$ cat src/rtl/serial_subtractor_if.sv
// Operand/result bundle for the bit-serial subtractor.
// With SERIAL_SUB_OVERFLOW_EN defined the bundle also carries the signed-overflow flag ovf.
interface serial_subtractor_if #(
   parameter int unsigned WIDTH = 8
);
   logic             start;
   logic             bit_valid;
   logic             a;
   logic             b;
   logic             busy;
   logic             diff_bit;
   logic             diff_bit_valid;
   logic [WIDTH-1:0] diff;
   logic             borrow_out;
   logic             done;
`ifdef SERIAL_SUB_OVERFLOW_EN
   logic             ovf;
`endif

   modport master (
      output start, bit_valid, a, b,
      input  busy, diff_bit, diff_bit_valid, diff, borrow_out, done
`ifdef SERIAL_SUB_OVERFLOW_EN
      , ovf
`endif
   );

   modport slave (
      input  start, bit_valid, a, b,
      output busy, diff_bit, diff_bit_valid, diff, borrow_out, done
`ifdef SERIAL_SUB_OVERFLOW_EN
      , ovf
`endif
   );
endinterface

$ cat src/rtl/serial_subtractor.sv
// Bit-serial LSB-first two's-complement subtractor (A - B) with parallel result and borrow-out.
// Optional SERIAL_SUB_OVERFLOW_EN adds a signed-overflow output (ovf).
module serial_subtractor #(
   parameter int unsigned WIDTH = 8
) (
   input  logic              clk,
   input  logic              rst,
   serial_subtractor_if.slave bus
);
   localparam int unsigned CNT_W = (WIDTH > 1) ? $clog2(WIDTH) : 1;

   typedef enum logic [1:0] {S_IDLE, S_RUN, S_DONE} state_e;

   state_e           state_q, state_d;
   logic [CNT_W-1:0] cnt_q, cnt_d;
   logic             borrow_q, borrow_d;
   logic [WIDTH-1:0] diff_q, diff_d;
   logic             diff_bit_q, diff_bit_d;
   logic             dbv_q, dbv_d;
   logic             borrow_out_q, borrow_out_d;
   logic             busy_q, busy_d;
   logic             done_q, done_d;
   logic             ovf_q, ovf_d;

   logic accept, last, d_bit, borrow_nx;

   assign accept    = (state_q == S_RUN) && bus.bit_valid;
   assign last      = (cnt_q == CNT_W'(WIDTH - 1));
   assign d_bit     = bus.a ^ bus.b ^ borrow_q;
   assign borrow_nx = (~bus.a & bus.b) | (~(bus.a ^ bus.b) & borrow_q);

   // State register
   always_ff @(posedge clk or negedge rst) begin
      if (!rst) state_q <= S_IDLE;
      else      state_q <= state_d;
   end

   // Next-state logic
   always_comb begin
      state_d = state_q;
      unique case (state_q)
         S_IDLE:  if (bus.start)     state_d = S_RUN;
         S_RUN:   if (accept && last) state_d = S_DONE;
         S_DONE:                      state_d = S_IDLE;
         default:                     state_d = S_IDLE;
      endcase
   end

   // Output / datapath next values
   always_comb begin
      cnt_d        = cnt_q;
      borrow_d     = borrow_q;
      diff_d       = diff_q;
      diff_bit_d   = diff_bit_q;
      dbv_d        = 1'b0;
      borrow_out_d = borrow_out_q;
      ovf_d        = ovf_q;
      busy_d       = (state_d == S_RUN);
      done_d       = (state_d == S_DONE);
      if (state_q == S_IDLE && bus.start) begin
         cnt_d    = '0;
         borrow_d = 1'b0;
         diff_d   = '0;
      end
      if (accept) begin
         diff_d     = {d_bit, diff_q[WIDTH-1:1]};
         diff_bit_d = d_bit;
         dbv_d      = 1'b1;
         cnt_d      = cnt_q + CNT_W'(1);
         borrow_d   = borrow_nx;
         if (last) begin
            borrow_out_d = borrow_nx;
            // Overflow: borrow into the MSB differs from borrow out of it
            ovf_d        = borrow_q ^ borrow_nx;
         end
      end
   end

   always_ff @(posedge clk or negedge rst) begin
      if (!rst) begin
         cnt_q        <= '0;
         borrow_q     <= 1'b0;
         diff_q       <= '0;
         diff_bit_q   <= 1'b0;
         dbv_q        <= 1'b0;
         borrow_out_q <= 1'b0;
         ovf_q        <= 1'b0;
         busy_q       <= 1'b0;
         done_q       <= 1'b0;
      end else begin
         cnt_q        <= cnt_d;
         borrow_q     <= borrow_d;
         diff_q       <= diff_d;
         diff_bit_q   <= diff_bit_d;
         dbv_q        <= dbv_d;
         borrow_out_q <= borrow_out_d;
         ovf_q        <= ovf_d;
         busy_q       <= busy_d;
         done_q       <= done_d;
      end
   end

   assign bus.busy           = busy_q;
   assign bus.diff_bit       = diff_bit_q;
   assign bus.diff_bit_valid = dbv_q;
   assign bus.diff           = diff_q;
   assign bus.borrow_out     = borrow_out_q;
   assign bus.done           = done_q;
`ifdef SERIAL_SUB_OVERFLOW_EN
   assign bus.ovf            = ovf_q;
`else
   logic unused_ovf;
   assign unused_ovf = ovf_q;
`endif
endmodule
$ cat src/flat_wrapper.sv
// flat-port wrapper written by rule: the top's interface ports become plain ports
module serial_subtractor_flat 
#(
   parameter int unsigned WIDTH = 8
)
  (clk, rst, bus_start, bus_bit_valid, bus_a, bus_b, bus_busy, bus_diff_bit, bus_diff_bit_valid, bus_diff, bus_borrow_out, bus_done);
  serial_subtractor_if #(.WIDTH(WIDTH)) bus_i ();
  input  logic clk;
  input  logic rst;
  input wire logic [$bits(bus_i.start)-1:0] bus_start;
  input wire logic [$bits(bus_i.bit_valid)-1:0] bus_bit_valid;
  input wire logic [$bits(bus_i.a)-1:0] bus_a;
  input wire logic [$bits(bus_i.b)-1:0] bus_b;
  output wire logic [$bits(bus_i.busy)-1:0] bus_busy;
  output wire logic [$bits(bus_i.diff_bit)-1:0] bus_diff_bit;
  output wire logic [$bits(bus_i.diff_bit_valid)-1:0] bus_diff_bit_valid;
  output wire logic [$bits(bus_i.diff)-1:0] bus_diff;
  output wire logic [$bits(bus_i.borrow_out)-1:0] bus_borrow_out;
  output wire logic [$bits(bus_i.done)-1:0] bus_done;
  assign bus_i.start = bus_start;
  assign bus_i.bit_valid = bus_bit_valid;
  assign bus_i.a = bus_a;
  assign bus_i.b = bus_b;
  assign bus_busy = bus_i.busy;
  assign bus_diff_bit = bus_i.diff_bit;
  assign bus_diff_bit_valid = bus_i.diff_bit_valid;
  assign bus_diff = bus_i.diff;
  assign bus_borrow_out = bus_i.borrow_out;
  assign bus_done = bus_i.done;
  serial_subtractor #(.WIDTH(WIDTH)) u_core (.clk(clk), .rst(rst), .bus(bus_i));
endmodule
$ cat config.mk
export PLATFORM = sky130hd
export DESIGN_NAME = serial_subtractor_flat
export DESIGN_NICKNAME = d
export VERILOG_FILES = /design/src/rtl/serial_subtractor_if.sv /design/src/rtl/serial_subtractor.sv /design/src/flat_wrapper.sv
export SDC_FILE = /design/constraint.sdc
export NUM_CORES = 1
export LEC_CHECK = 0
export ABC_AREA = 1
export CORE_MARGIN = 2
export CORE_UTILIZATION = 45
export CTS_BUF_LIST = sky130_fd_sc_hd__clkbuf_4 sky130_fd_sc_hd__clkbuf_8
export DETAILED_ROUTE_END_ITERATION = 16
export GPL_ROUTABILITY_DRIVEN = 1
export MAX_ROUTING_LAYER = met4
export PLACE_DENSITY = 0.84
export RECOVER_POWER = 50
export SLEW_MARGIN = 0
export SYNTH_ARGS = -nofsm -noshare
export SYNTH_HDL_FRONTEND = slang
export SYNTH_SLANG_ARGS = --single-unit
$ cat constraint.sdc
create_clock -name clk -period 1 [get_ports clk]
set_input_delay 0.2 -clock clk [delete_from_list [all_inputs] [get_ports clk]]
set_output_delay 0.2 -clock clk [all_outputs]
set_load 0.1 [all_outputs]
Word-level counts from Yosys, hierarchy flattened. Index checks and enable logic that the tools add are counted.

Logic and storage cells: 37. Output and inout bits: 13. Flip-flop bits (word level): 19.

Reductions and logical operators: 6. Bitwise operators: 7. Equal/unequal tests: 4. Muxes and demuxes: 10. Add/sub/neg operators: 1.

Operators with widths (number): 8-bit two-way mux (2); 3-bit two-way mux (2); 2-bit by 1-bit equality test with 1-bit output, second input constant (2); 2-bit two-way mux (2); 2-bit one-hot mux with 2 select lines (1); 3-bit by 1-bit adder with 3-bit output, second input constant (1); 3-bit equality test, second input constant (1); 1-bit logical AND (3); 1-bit two-way mux (3); 1-bit AND (2); 2-bit equality test, second input constant (1); 2-bit logical NOT (1); 1-bit NOT (2); 2-bit AND reduction (1); 2-bit nonzero test (1); 1-bit bitwise XOR (2); 1-bit OR (1).

Logic depth before layout (Yosys ltp). Gate-level depths: netlist of run 1.

Depth after elaboration: 6. Depth in mapped cells: 6.

Least setup slack after synthesis of run 1. OpenSTA, ideal clock, no wires.

Kind: register to register. Start point: register, netlist name u_core.bus.diff[1]. End point: register u_core.diff_q[1] (netlist: u_core.bus.diff[1]). Data required time: 0.932 ns. Period minus slack after synthesis: 1.202 ns. Setup slack: -0.202 ns. Stages on the path, launching flop included: 3. Data arrival time: 1.134 ns. Cells stage by stage: dfrtp_1 -> nand3_1 -> nand2_1.

RTL lines: to (signal assigned) (RTL line serial_subtractor.sv:93) `diff_q <= diff_d;`; to (decl) (RTL line serial_subtractor.sv:17) `logic [WIDTH-1:0] diff_q, diff_d;`.

Worst setup path in the final report of run 1.
Start point: register u_core.cnt_q[1]. End point: register u_core.busy_q (netlist: u_core.bus.busy).

Longest elaborated chain between the ends: 5.

Ends and longest elaborated chain: from (decl) (RTL line serial_subtractor.sv:15) `logic [CNT_W-1:0] cnt_q, cnt_d;`; from (signal assigned) (RTL line serial_subtractor.sv:91) `cnt_q <= cnt_d;`; 3-bit equality test (RTL line serial_subtractor.sv:28) `assign last = (cnt_q == CNT_W'(WIDTH - 1));`; 1-bit logical AND (RTL line serial_subtractor.sv:43) `S_RUN: if (accept && last) state_d = S_DONE;`; 2-bit two-way mux (RTL line serial_subtractor.sv:43); 2-bit one-hot mux with 2 select lines (RTL line serial_subtractor.sv:41) `unique case (state_q)`; 2-bit by 1-bit equality test with 1-bit output (RTL line serial_subtractor.sv:58) `busy_d = (state_d == S_RUN);`; via u_core.busy_d (RTL line serial_subtractor.sv:21) `logic busy_q, busy_d;`; to (signal assigned) (RTL line serial_subtractor.sv:98) `busy_q <= busy_d;`; to (decl) (RTL line serial_subtractor.sv:21).

The timed path passes the listed nets, and every way through them passes these cells. A chain may end at the register's enable or synchronous reset.

==> results.py, run 1 <==
metrics = {
    "floorplanning": {
        "die_width_microns": 45.89,
        "core_sq_um": 1689,
        "num_rows": 15,
        "start_util_pct": 46.74,
        "pin_count": 19,
        "die_area_sq_um": 2105,
        "die_h_microns": 45.89,
    },
    "worst_hold_path": {
        "hold_path_class": "input port to asynchronous set/reset pin",
    },
    "clocking": {
        "numCtsBuffers": 3,
        "insertion_delay_ns": 0.29,
        "cts_sinks": 19,
        "hold_buffers": 0,
        "h-tree-depth": 1,
        "clkSlewWorstSetupHoldPaths_ns": 0.10,
        "cts_tree": "yes",
        "cts_root_buf": "clkbuf_4",
        "clk_path_buf_depth": 2,
    },
    "setup_path": {
        "r2r_slack_ns": -0.18,
        "cp_max_fo": 3,
        "crit_type": "flip-flop to flip-flop",
        "cp.arrival_ns": 1.36,
        "critPathLaunchType": "flip-flop",
        "endpoint_kind": "flip-flop",
        "required_ns": 1.18,
    },
    "routing": {
        "drc_errors": 0,
        "wl_per_cell_microns": 16.44,
        "vias_per_cell": 5.529,
        "drt-pass1-iter-count": 6,
        "drt-total-wl_microns": 2269,
        "vias": 763,
        "drt-initial-drc-count": 17,
        "drtAntennaViolNets": 0,
    },
    "run_status": {
        "status": "complete, but fails checks",
        "failed_checks": "negative setup slack",
    },
    "global_route": {
        "grtUsageTotal_pct": 24.28,
        "gr-total-overflow": 0,
        "grt_max_degree": 20,
        "antenna_found_initial": 0,
        "grt_pass1_wl_microns": 3353,
        "grt_pass1_vias": 795,
    },
    "synth": {
        "yosys_warnings": 0,
        "syn_nets": 90,
        "syn_inst": 81,
        "synth_seq_cells": 19,
        "avgSynthCellArea_sq_um": 9.747,
        "synth_area_sq_um": 789.5,
        "ys_types": 12,
        "ys_seq_area_share_pct": 60.22,
    },
    "final_layout": {
        "fillers": 74,
        "layoutNonFillerInstCount": 138,
        "area_delta_synth_final_pct": 80.19,
        "multi_input_area_sq_um": 360.3,
        "regArea_sq_um": 491.7,
        "drive_above_1_share_pct": 59.50,
        "diodes": 0,
        "final_area_sq_um": 1423,
        "fin_nets": 131,
    },
    "placed_design": {
        "dpl.hpwl_microns": 1169,
        "gp_congestion": 0.7500,
        "pre_cts_slack_ns": -0.5199,
        "placed_area_sq_um": 1184,
        "io_buffers": 18,
        "place_inst": 119,
    },
    "sta": {
        "min_period_ns": 1.176,
        "period_share_pct": 117.6,
        "worst_pin_slew_ns": 0.4656,
        "fin_skew_ns": 0.001457,
        "slew_headroom_pct": 68.96,
        "slew_viol_final": 0,
        "finalHoldViolations": 0,
        "timing.final.ws_setup_ns": -0.1763,
        "grt_setup_unrepaired": "yes",
        "tns_ns": -2.854,
        "fmax_ghz": 0.8501,
        "setup-violations-final": 31,
    },
    "run": {
        "maxCapViolations": 0,
    },
}
==> per-layer routing <==
metal  share of wire [%]  vias to the layer above  GRT usage, %
met2                  52                       41         40.28
met5                   0                        -             -
met1                  36                      368         25.06
met4                 6.4                        0         17.71
li1                    -                      337             -
met3                 4.7                       17         4.762
==> state kept, by name (all words and copies together), names as in the netlist <==
signal,flops
u_core.bus.done,1
u_core.borrow_q,1
u_core.bus.borrow_out,1
u_core.state_q,2
u_core.bus.diff_bit_valid,1
u_core.bus.diff,8
u_core.bus.busy,1
u_core.cnt_q,3
u_core.bus.diff_bit,1
==> final timing paths <==
path                                                 start                         endpoint  depth (start not counted)
setup / recovery               u_core.cnt_q[1]$_DFFE_PN0P_        u_core.bus.busy$_DFF_PN0_                          5
min in group clk           u_core.bus.diff_bit$_DFFE_PN0N_  u_core.bus.diff_bit$_DFFE_PN0N_                          2
setup reg to reg               u_core.cnt_q[1]$_DFFE_PN0P_        u_core.bus.busy$_DFF_PN0_                          5
hold reg to reg            u_core.bus.diff_bit$_DFFE_PN0N_  u_core.bus.diff_bit$_DFFE_PN0N_                          2
hold / removal                                         rst      u_core.state_q[1]$_DFF_PN0_                          2
max in group asynchronous                              rst   u_core.bus.diff[4]$_DFFE_PN0P_                          2
==> metrics by stage <==
stage                     utilization, %  hold WS [ns]
after floorplan                        -      -0.09559
after global placement             70.07        0.4956
after detailed placement           70.07        0.5149
after CTS                          81.85        0.2432
after global routing               84.22        0.4127
final                              84.22        0.3856
==> Yosys cell counts, drive strengths merged <==
master | instances | area [sq um]
dfrtp | 19 | 475.5
nor2 | 1 | 3.750
ha | 2 | 25.02
inv | 8 | 30.03
buf | 3 | 26.27
nand4 | 2 | 12.51
nand2 | 31 | 116.4
nand3 | 14 | 80.08
fa | 1 | 20.02
==> final cells by class <==
| type | count | area share [%] |
|---|---|---|
| tap | 17 | 1.495 |
| timing repair buffer | 38 | 34.04 |
| inverter | 8 | 2.463 |
| sequential | 19 | 34.56 |
| multi-input combinational | 52 | 25.33 |
| clock buffer | 4 | 2.111 |
==> critical path, stage by stage, from the launching register on <==
cell and delay, ns:
dfrtp_1 0.38, ha_2 0.20, ha_4 0.13, nand4_1 0.14, nand2_1 0.14, nand2_1 0.07
==> kinds of logic (layout without fill, tap and decap cells) <==
logic type,count (synthesis),after routing,synth area share [%]
adder cells (fa/ha/maj),3,3,5.705
flip-flops,19,19,60.22
buffers and inverters,11,50,7.131
AND/OR/NAND/NOR,48,49,26.94
==> placed cells by master, fill, tap and decap left out, types with 2 or more instances in the layout <==
master	n
buf_12	14
buf_4	14
buf_6	4
clkbuf_4	4
clkdlybuf4s50_1	3
dfrtp_1	6
dfrtp_2	13
inv_1	3
inv_2	3
inv_4	2
nand2_1	29
nand2_2	2
nand3_1	2
nand3_2	10
nand3_4	3
nand4_1	2
==> repair_timing <==
action / 4_1_cts / 5_1_grt
pin swaps: 7 / 3
buffers inserted: 10 / 4
cloned: 1 / 0
endpoints found under the setup margin: 31 / 31
resized for setup: 21 / 4
Power of run 1 is not shown: default switching activity piles up to over one toggle a cycle in this logic, so the estimate is an artifact.
==> inputs of run 2 (changes only) <==
CORE_UTILIZATION = 40   (was 45)
PLACE_DENSITY = 0.77   (was 0.84)
==> results.py, run 2 (synthesis gave the netlist of run 1 again) <==
metrics = {
    "clocking": {
        "cts_root_buf": "clkbuf_4",
        "cts_tree": "yes",
        "numCtsBuffers": 3,
        "insertion_delay_ns": 0.29,
        "h-tree-depth": 1,
        "clk_path_buf_depth": 2,
        "clkSlewWorstSetupHoldPaths_ns": 0.11,
        "hold_buffers": 0,
        "cts_sinks": 19,
    },
    "placed_design": {
        "place_inst": 129,
        "io_buffers": 18,
        "gp_congestion": 0.8122,
        "dpl.hpwl_microns": 1181,
    },
    "floorplanning": {
        "start_util_pct": 41.51,
        "die_width_microns": 48.43,
        "die_h_microns": 48.43,
        "core_sq_um": 1902,
        "die_area_sq_um": 2345,
        "pin_count": 19,
        "num_rows": 16,
    },
    "sta": {
        "period_share_pct": 121.0,
        "fmax_ghz": 0.8268,
        "worst_pin_slew_ns": 0.4697,
        "fin_skew_ns": 0.006792,
        "slew_viol_final": 0,
        "slew_headroom_pct": 68.69,
        "timing.final.ws_setup_ns": -0.2095,
        "grt_setup_unrepaired": "yes",
        "finalHoldViolations": 0,
        "setup-violations-final": 31,
        "min_period_ns": 1.210,
    },
    "worst_hold_path": {
        "hold_path_class": "input port to asynchronous set/reset pin",
    },
    "final_layout": {
        "layoutNonFillerInstCount": 147,
        "final_common_cell": "nand2_1",
        "drive_above_1_share_pct": 51.67,
        "area_delta_synth_final_pct": 73.06,
        "fin_nets": 130,
        "largest_reg_flops": 8,
        "most-common-layout-cells": "nand2_1 (28), buf_4 (16), buf_12 (13), dfrtp_2 (13), nand3_1 (11)",
        "diodes": 0,
    },
    "routing": {
        "drtAntennaViolNets": 0,
        "vias": 720,
        "drt-pass1-iter-count": 4,
        "wl_per_cell_microns": 14.62,
        "vias_per_cell": 4.898,
        "drt-total-wl_microns": 2149,
        "drt-initial-drc-count": 8,
        "drc_errors": 0,
    },
    "global_route": {
        "grtUsageTotal_pct": 18.10,
        "antenna_found_initial": 0,
        "grt_pass1_wl_microns": 3125,
        "grt_max_degree": 20,
        "gr-total-overflow": 0,
        "grt_pass1_vias": 686,
    },
    "setup_path": {
        "cp_max_fo": 2,
        "cp.arrival_ns": 1.39,
        "critPathLaunchType": "flip-flop",
        "crit_type": "flip-flop to flip-flop",
        "required_ns": 1.18,
        "endpoint_kind": "flip-flop",
    },
    "run": {
        "maxCapViolations": 0,
    },
    "run_status": {
        "status": "complete, but fails checks",
        "failed_checks": "negative setup slack",
    },
}
[run 2: per-layer routing]
layer	wire, microns	track usage (%)	vias to the layer above
li1	-	-	332
met1	830	21.56	362
met2	1187	28.70	20
met3	74	3.395	6
met4	57	10.95	0
met5	0	-	-
[run 2: critical path, cell delays in order (launching register included)]
cell     delay, ns
dfrtp_1       0.41
fa_1          0.52
inv_2         0.05
nand2_2       0.07
nand2_1       0.05
[run 2: area by class of cell]
class                   instances  area (sq um)
clock buffers                   4         30.03
fillers                       121         535.5
inverters                       8         32.53
multi-input cells              51         310.3
flip-flops and latches         19         491.7
well taps                      27         33.78
repair buffers                 38         467.9
[run 2: worst paths after layout]
| path | startpoint | end | slack (ns) | depth (start not counted) |
|---|---|---|---|---|
| max | u_core.borrow_q$_DFFE_PN0P_ | u_core.bus.diff[7]$_DFFE_PN0P_ | -0.21 | 4 |
| min | rst | u_core.state_q[1]$_DFF_PN0_ | 0.38 | 2 |
| max reg2reg | u_core.borrow_q$_DFFE_PN0P_ | u_core.bus.diff[7]$_DFFE_PN0P_ | -0.21 | 4 |
| min reg2reg | u_core.bus.borrow_out$_DFFE_PN0P_ | u_core.bus.borrow_out$_DFFE_PN0P_ | 0.54 | 2 |
| max in group asynchronous | rst | u_core.bus.diff[7]$_DFFE_PN0P_ | 0.27 | 2 |
| min in group clk | u_core.bus.borrow_out$_DFFE_PN0P_ | u_core.bus.borrow_out$_DFFE_PN0P_ | 0.54 | 2 |
[run 2: per-stage QoR]
| stage | hold WS [ns] | TNS, ns | util, % | area, sq um | setup WS (ns) |
|---|---|---|---|---|---|
| floorplan | -0.09559 | -0.2665 | - | 820.8 | -0.09874 |
| global placement | 0.4948 | -5.005 | 62.89 | 1196 | -0.4692 |
| detailed placement | 0.5086 | -5.415 | 62.89 | 1196 | -0.5607 |
| CTS | 0.2409 | -2.227 | 68.62 | 1305 | -0.1910 |
| global route | 0.4130 | -4.111 | 71.84 | 1366 | -0.2675 |
| finish | 0.3804 | -2.838 | 71.84 | 1366 | -0.2095 |
[run 2: what timing repair did]
item                                    in CTS  in global routing
endpoints found under the hold margin        0                  0
setup buffers                                7                  6
gates cloned                                 0                  1
endpoints found under the setup margin      31                 31
pin swaps                                    0                  3
resized for setup                            7                  7
Power of run 2 is left out for the same reason.
==> inputs of run 3 (changes only) <==
CORE_ASPECT_RATIO = 1.5   (was unset)
==> results.py, run 3 (synthesis gave the netlist of run 1 again) <==
metrics = {
    "setup_path": {
        "ff2ff_path_depth": 4,
        "crit_type": "flip-flop to flip-flop",
        "endpoint_kind": "flip-flop",
        "r2r_start": "u_core.borrow_q$_DFFE_PN0P_",
        "cp.arrival_ns": 1.38,
        "r2r-end": "u_core.bus.diff[7]$_DFFE_PN0P_",
        "r2r_slack_ns": -0.17,
        "cp_max_fo": 2,
        "required_ns": 1.21,
        "critPathLaunchType": "flip-flop",
    },
    "run_status": {
        "failed_checks": "negative setup slack",
        "status": "complete, but fails checks",
    },
    "routing": {
        "drc_errors": 0,
        "drtAntennaViolNets": 0,
        "drt-initial-drc-count": 10,
        "vias": 730,
        "vias_per_cell": 5.034,
        "wl_per_cell_microns": 14.43,
        "drt-pass1-iter-count": 4,
        "drt-total-wl_microns": 2092,
    },
    "final_layout": {
        "largest_reg_flops": 8,
        "fin_nets": 134,
        "final_common_cell": "nand2_1",
        "area_delta_synth_final_pct": 83.52,
        "fillers": 106,
        "most-common-layout-cells": "nand2_1 (29), buf_4 (19), buf_12 (13), dfrtp_2 (13), nand3_2 (11)",
        "drive_above_1_share_pct": 61.29,
        "diodes": 0,
        "final_area_sq_um": 1449,
    },
    "clocking": {
        "clkSlewWorstSetupHoldPaths_ns": 0.11,
        "numCtsBuffers": 3,
        "cts_sinks": 19,
        "h-tree-depth": 1,
        "hold_buffers": 0,
        "clk_path_buf_depth": 2,
        "cts_root_buf": "clkbuf_4",
        "cts_tree": "yes",
        "insertion_delay_ns": 0.31,
    },
    "floorplanning": {
        "pin_count": 19,
        "die_width_microns": 40.28,
        "num_rows": 19,
        "start_util_pct": 42.58,
        "core_sq_um": 1854,
        "die_h_microns": 58.41,
        "die_area_sq_um": 2352,
    },
    "placed_design": {
        "dpl.hpwl_microns": 1193,
        "gp_congestion": 0.6746,
        "placed_area_sq_um": 1211,
        "io_buffers": 18,
    },
    "sta": {
        "slew_headroom_pct": 69.55,
        "worst_pin_slew_ns": 0.4568,
        "period_share_pct": 117.2,
        "fin_skew_ns": 0.008681,
        "finalHoldViolations": 0,
        "fmax_ghz": 0.8535,
        "slew_viol_final": 0,
        "setup-violations-final": 31,
        "timing.final.ws_setup_ns": -0.1716,
        "min_period_ns": 1.172,
        "grt_setup_unrepaired": "yes",
    },
    "global_route": {
        "grtUsageTotal_pct": 19.07,
        "grt_pass1_wl_microns": 3063,
        "grt_pass1_vias": 716,
        "grt_max_degree": 20,
        "antenna_found_initial": 0,
        "gr-total-overflow": 0,
    },
    "worst_hold_path": {
        "hold_path_class": "input port to asynchronous set/reset pin",
    },
    "run": {
        "maxCapViolations": 0,
    },
}
## run 3: cell types whose count changed in the layout (fill, tap and decap cells not counted), sizes merged
cell / delta
nand3: +1
clkinv: +1
clkbuf: -1
buf: +3
## run 3: metal layers
layer | GRT usage (%) | share of wire (%)
met1 | 22.92 | 39
met2 | 31.57 | 54
met3 | 2.264 | 4.3
met4 | 7.143 | 3.1
met5 | - | 0
## run 3: repair_timing
action                                  4_1_cts  5_1_grt
cloned                                        0        1
setup buffers                                 8        6
pin swaps                                     4       14
endpoints found under the setup margin       32       32
resized for setup                             9       18
## run 3: worst max-delay path by stage
stage                                      startpoint                         endpoint  slack, ns  cells past startpoint
after global routing      u_core.borrow_q$_DFFE_PN0P_  u_core.bus.diff_bit$_DFFE_PN0N_      -0.24                      4
after global placement                          bus_a   u_core.bus.diff[7]$_DFFE_PN0P_      -0.47                      6
after CTS                 u_core.borrow_q$_DFFE_PN0P_  u_core.bus.diff_bit$_DFFE_PN0N_      -0.16                      4
after floorplan           u_core.borrow_q$_DFFE_PN0P_   u_core.bus.diff[7]$_DFFE_PN0P_       -0.1                      4
after detailed placement                        bus_a   u_core.bus.diff[7]$_DFFE_PN0P_      -0.50                      6
final                     u_core.borrow_q$_DFFE_PN0P_   u_core.bus.diff[7]$_DFFE_PN0P_      -0.17                      4
## run 3: final cells by class
cell class | instances | area [sq um] | share of cell area (%)
clock buffer | 3 | 22.52 | 1.554
clock inverter | 1 | 5.005 | 0.3454
inverter | 8 | 37.54 | 2.591
multi-input combinational | 52 | 375.4 | 25.91
sequential | 19 | 491.7 | 33.94
tap | 21 | 26.28 | 1.813
timing repair buffer | 41 | 490.5 | 33.85
## run 3: stage by stage
stage / hold WS, ns / util (%) / worst slack (ns) / instances / setup TNS (ns)
finish: 0.3574 / 78.14 / -0.1716 / 145 / -2.818
global placement: 0.4948 / 65.32 / -0.4722 / 126 / -5.060
global route: 0.4052 / 78.14 / -0.2381 / 145 / -4.115
detailed placement: 0.5211 / 65.32 / -0.5030 / 126 / -5.245
floorplan: -0.09559 / - / -0.09874 / 81 / -0.2665
CTS: 0.2346 / 71.79 / -0.1565 / 138 / -2.265
## run 3: critical path, stage by stage (launching register included)
cell and delay [ns]:
dfrtp_1 0.41, fa_1 0.48, inv_1 0.04, nand2_1 0.08
nand2_1 0.06
Power of run 3 is left out for the same reason.
